$ cat src/rtl/bpsk_pkg.sv
// Shared BPSK definitions: symbol width, default amplitude, mapper FSM states and the bit->symbol map.
// Used by both the modulator and the demapper so that symbol widths always agree.
package bpsk_pkg;

  localparam int SYM_W = 11;
  localparam logic signed [SYM_W-1:0] AMP_DEFAULT = 11'sd511;

  typedef enum logic {
    IDLE = 1'b0,
    SEND = 1'b1
  } state_t;

  // Inverse of the hard decision: 1 -> +amp, 0 -> -amp
  function automatic logic signed [SYM_W-1:0] map(input logic b,
                                                  input logic signed [SYM_W-1:0] amp);
    return b ? amp : -amp;
  endfunction

endpackage

$ cat src/rtl/bpsk_sym_map.sv
// Registered bit -> (ar, ai) mapper; valid passes through one register stage and both
// symbol rails are forced to zero whenever the symbol is not valid.
module bpsk_sym_map
  import bpsk_pkg::*;
#(
  parameter logic signed [SYM_W-1:0] AMP = AMP_DEFAULT
) (
  input  logic                    clk,
  input  logic                    rst_n,
  input  logic                    vld_p0,
  input  logic                    sym_p0,
  output logic                    vld_p1,
  output logic signed [SYM_W-1:0] ar,
  output logic signed [SYM_W-1:0] ai
);

  // p0 -> p1: symbol register
  always_ff @(posedge clk or negedge rst_n) begin
    if (!rst_n) begin
      vld_p1 <= 1'b0;
      ar     <= '0;
      ai     <= '0;
    end else begin
      vld_p1 <= vld_p0;
      ar     <= vld_p0 ? map(sym_p0, AMP) : '0;
      ai     <= '0;
    end
  end

endmodule

$ cat src/rtl/bpsk_mod.sv
// BPSK transmit mapper: byte handshake, MSB-first serialiser, SPS clocks per symbol.
// Optional differential encoding is enabled by defining BPSK_MOD_DIFF_EN.
module bpsk_mod
  import bpsk_pkg::*;
#(
  parameter logic signed [SYM_W-1:0] AMP = AMP_DEFAULT,
  parameter int                      SPS = 1
) (
  input  logic                    CLK,
  input  logic                    RST,
  input  logic                    valid_d,
  input  logic [7:0]              d,
  output logic                    ready_d,
  output logic                    valid_i,
  output logic signed [SYM_W-1:0] ar,
  output logic signed [SYM_W-1:0] ai
);

  localparam logic [7:0] SMP_LAST = 8'(SPS - 1);

  state_t     state, state_n;
  logic [2:0] bit_cnt, bit_cnt_n;
  logic [7:0] smp_cnt, smp_cnt_n;
  logic [7:0] shreg, shreg_n;
  logic       sym_last;
  logic       accept;
  logic       vld_p0;
  logic       sym_p0;
  logic       enc_p0;

  always_ff @(posedge CLK or negedge RST) begin
    if (!RST) begin
      state   <= IDLE;
      bit_cnt <= '0;
      smp_cnt <= '0;
      shreg   <= '0;
    end else begin
      state   <= state_n;
      bit_cnt <= bit_cnt_n;
      smp_cnt <= smp_cnt_n;
      shreg   <= shreg_n;
    end
  end

  // Next-state values also drive the mapper so the symbol appears in the same cycle
  // as the counters that describe it (registered outputs, no extra latency).
  always_comb begin
    sym_last  = (smp_cnt == SMP_LAST);
    ready_d   = (state == IDLE) || ((state == SEND) && (bit_cnt == 3'd7) && sym_last);
    accept    = valid_d && ready_d;
    state_n   = state;
    bit_cnt_n = bit_cnt;
    smp_cnt_n = smp_cnt;
    shreg_n   = shreg;
    case (state)
      IDLE: begin
        if (accept) begin
          state_n   = SEND;
          shreg_n   = d;
          bit_cnt_n = '0;
          smp_cnt_n = '0;
        end
      end
      SEND: begin
        if (!sym_last) begin
          smp_cnt_n = smp_cnt + 8'd1;
        end else begin
          smp_cnt_n = '0;
          if (bit_cnt != 3'd7) begin
            bit_cnt_n = bit_cnt + 3'd1;
            shreg_n   = {shreg[6:0], 1'b0};
          end else if (accept) begin
            shreg_n   = d;
            bit_cnt_n = '0;
          end else begin
            state_n   = IDLE;
            bit_cnt_n = '0;
            shreg_n   = '0;
          end
        end
      end
      default: state_n = IDLE;
    endcase
    vld_p0 = (state_n == SEND) && (smp_cnt_n == 8'd0);
    sym_p0 = shreg_n[7];
  end

`ifdef BPSK_MOD_DIFF_EN
  logic t_q;
  logic t_n;

  assign t_n    = sym_p0 ^ t_q;
  assign enc_p0 = t_n;

  // Encoder history survives IDLE gaps; only reset clears it
  always_ff @(posedge CLK or negedge RST) begin
    if (!RST) begin
      t_q <= 1'b1;
    end else if (vld_p0) begin
      t_q <= t_n;
    end
  end
`else
  assign enc_p0 = sym_p0;
`endif

  bpsk_sym_map #(
    .AMP(AMP)
  ) u_sym_map (
    .clk   (CLK),
    .rst_n (RST),
    .vld_p0(vld_p0),
    .sym_p0(enc_p0),
    .vld_p1(valid_i),
    .ar    (ar),
    .ai    (ai)
  );

endmodule

$ cat config.mk
export PLATFORM = sky130hd
export DESIGN_NAME = bpsk_mod
export DESIGN_NICKNAME = d
export VERILOG_FILES = /design/src/rtl/bpsk_pkg.sv /design/src/rtl/bpsk_sym_map.sv /design/src/rtl/bpsk_mod.sv
export SDC_FILE = /design/constraint.sdc
export NUM_CORES = 1
export LEC_CHECK = 0
export ABC_CLOCK_PERIOD_IN_PS = 5200
export BUFFER_PORTS_ARGS = -buffer_cell sky130_fd_sc_hd__buf_4
export CELL_PAD_IN_SITES_DETAIL_PLACEMENT = 0
export CELL_PAD_IN_SITES_GLOBAL_PLACEMENT = 2
export CORE_AREA = 2 2 68 70
export CTS_CLUSTER_DIAMETER = 60
export DETAILED_ROUTE_END_ITERATION = 12
export DIE_AREA = 0 0 70 72
export HOLD_SLACK_MARGIN = 0.1
export PLACE_DENSITY = 0.83
export SETUP_SLACK_MARGIN = 0.02
export SLEW_MARGIN = 25
export SYNTH_ARGS = -nofsm -noshare
export SYNTH_HDL_FRONTEND = slang
export SYNTH_SLANG_ARGS = --single-unit
export TNS_END_PERCENT = 5
$ cat constraint.sdc
create_clock -name CLK -period 5.2 [get_ports CLK]
set_clock_uncertainty 0.05 [all_clocks]
set_input_delay 1.04 -clock CLK [delete_from_list [all_inputs] [get_ports CLK]]
set_output_delay 1.04 -clock CLK [all_outputs]
set_load 0.01 [all_outputs]
==> results.py <==
metrics = {
    "worst_setup_path": {
        "critical_path.max_fanout": 7,
        "cp-start-kind": "flop",
        "cp_cell_sequence": "nor4_2 > and3_1 > a21o_1 > buf_4",
        "critPathTopFamily": "simple AND/OR/NAND/NOR gates",
        "critPathKind": "reg2out",
        "critical_path_buf_inv_count": 1,
        "critPathSlowestCell": "dfrtp_1",
        "required_ns": 4.11,
        "crit_arrival_ns": 1.83,
        "crit_path_end_kind": "output port",
        "critical-path-max-stage-delay_ns": 0.46,
    },
    "cells_and_area": {
        "fin_util_pct": 35.4,
        "layout_common_cells": "dfrtp_1, buf_4, conb_1, nand2_1, a21o_1",
        "finalInstanceArea_um2": 1510,
        "final_nets": 162,
        "antenna_cells": 0,
        "area_growth_syn_to_layout_pct": 5.41,
        "drive_gt1_share_pct": 24.0,
    },
    "die": {
        "io_pins": 35,
        "die-height_um": 72,
        "core_um2": 4260,
        "start_util_pct": 33.6,
        "fp.dieW_um": 70,
        "dieArea_um2": 5040,
        "rows": 24,
    },
    "placed_design": {
        "place_ws_ns": 2.58,
        "dpl_cell_area_um2": 1470,
        "hpwl_um": 2130,
        "place_congestion": 0.762,
        "io_buffers": 23,
    },
    "global_route": {
        "grt_pass1_vias": 999,
        "globalRouteOverflowTotal": 0,
        "groute.usage.overall_pct": 11.6,
        "grt_max_degree": 24,
        "grt_pass1_wl_um": 4640,
        "grt_antenna_before_repair": 0,
    },
    "logic_synthesis": {
        "synth_cells": 137,
        "async_flop_share_pct": 100,
        "yosysSeqAreaShare_pct": 40.1,
        "synth_edf_count": 0,
        "synthFlopType": "dfrtp_1",
        "ys_ff_latch": 23,
        "syn_avg_cell_area_um2": 10.5,
        "yosys_warnings": 0,
        "synth_area_um2": 1430,
        "synth_cell_types": 41,
    },
    "job": {
        "drv_cap": 0,
    },
    "timing": {
        "fin_crit_ns": 2.92,
        "hold_viol_final": 0,
        "finalCritPeriodShare_pct": 56.1,
        "setup_ws_ns": 2.28,
        "setup_viol": 0,
        "fmax_ghz": 0.343,
        "rsz0062_at_grt": "false",
        "slew_viol_final": 0,
        "relSlewSlack_pct": 63.1,
        "tightest_slew_ns": 0.554,
        "tns_ns": 0,
    },
    "detailed_routing": {
        "routedWlPerCell_um": 14.4,
        "viasPerCell": 4.99,
        "ant_nets": 0,
        "drc": 0,
        "num_vias": 988,
        "drt_wl_total_um": 2850,
        "dr.pass1.iters": 4,
        "drt-initial-drc-count": 52,
    },
    "worst_hold_path": {
        "min_path_type": "reg2reg",
    },
    "clocking": {
        "clockBufferDepth": 2,
        "clockRootBuffer": "clkbuf_8",
        "clkTransAtPathRegs_ns": 0.08,
        "cts-htree-levels": 1,
        "clkLatencyLatePin_ns": 0.27,
        "clock-sinks": 23,
        "cts_hold_buf": 0,
        "post_cts_buffers": 0,
        "cts_tree": "yes",
        "cts-resized-gates": 0,
        "cts-buffers-inserted": 3,
    },
    "status": {
        "status": "finished clean",
    },
    "power": {
        "ir_worst_vdd_mv": 0.128,
        "powerDensity_nw_per_um2": 204,
        "p_leak_nw": 0.756,
    },
}
-- flip-flops by register name, indices dropped and copies added, names as in the netlist --
name / flops
bit_cnt: 3
u_sym_map.ar: 3
smp_cnt: 8
shreg: 8
state: 1
-- synth_stat cells, types with 3 or more instances --
cell type | count | area (um2)
ha_1 | 4 | 50.1
and2_1 | 4 | 25.0
nand2_1 | 10 | 37.5
buf_4 | 23 | 173
nor2_1 | 6 | 22.5
dfrtp_1 | 23 | 576
xor2_1 | 4 | 35.0
a21o_1 | 7 | 52.6
a32o_1 | 3 | 30.0
a22o_1 | 6 | 52.6
inv_1 | 5 | 18.8
buf_6 | 4 | 45.0
nand3_1 | 4 | 20.0
o21ai_0 | 3 | 15.0
-- stage by stage --
step                      hold WS [ns]  total power [mW]  std cells
final                            0.460             0.309        198
after detailed placement         0.442             0.199        194
after floorplan                  0.420             0.195        147
after global placement           0.429             0.199        194
after global routing             0.470             0.321        198
after CTS                        0.462             0.313        198
-- layout make-up --
cell class	count	area (um2)
Fill cell	454	2750
Multi-Input combinational cell	91	634
Sequential cell	23	576
Timing Repair Buffer	23	173
Tap cell	52	65.1
Clock buffer	4	45.0
Inverter	5	18.8
-- final timing paths --
path,endpoint,from,slack (ns),depth (start not counted)
hold / removal,bit_cnt[2]$_DFFE_PN0P_,bit_cnt[2]$_DFFE_PN0P_,0.46,1
min in group asynchronous,smp_cnt[1]$_DFF_PN0_,RST,0.60,1
hold reg to reg,bit_cnt[2]$_DFFE_PN0P_,bit_cnt[2]$_DFFE_PN0P_,0.46,1
setup / recovery,ready_d,smp_cnt[3]$_DFF_PN0_,2.28,4
max in group asynchronous,u_sym_map.ar[0]$_DFF_PN0_,RST,4.26,1
setup reg to reg,u_sym_map.ar[9]$_DFF_PN0_,smp_cnt[3]$_DFF_PN0_,3.10,5
-- report_power, final --
group	internal, mW	switching, mW
clock network	0.0548	0.0589
logic	0.00554	0.0103
registers	0.179	0.000262
-- cell families (layout without fill, tap and decap cells) --
group,Yosys count,in the layout,synth area share [%]
xor+xnor,5,5,3.05
flops,23,23,40.1
buf+inv,33,32,18.2
other cells,1,11,0.262
fa+ha+maj,4,4,3.49
simple gates,37,37,14.5
compound gates,31,31,17.2
mux,3,3,3.14
-- metal layers --
layer	wire, um	vias to the layer above	track usage [%]
li1	-	470	-
met1	1190	486	13.1
met2	1500	26	21.5
met3	97	6	2.08
met4	59	0	5.34
met5	0	-	0
Power figures use the tool's default switching activity.
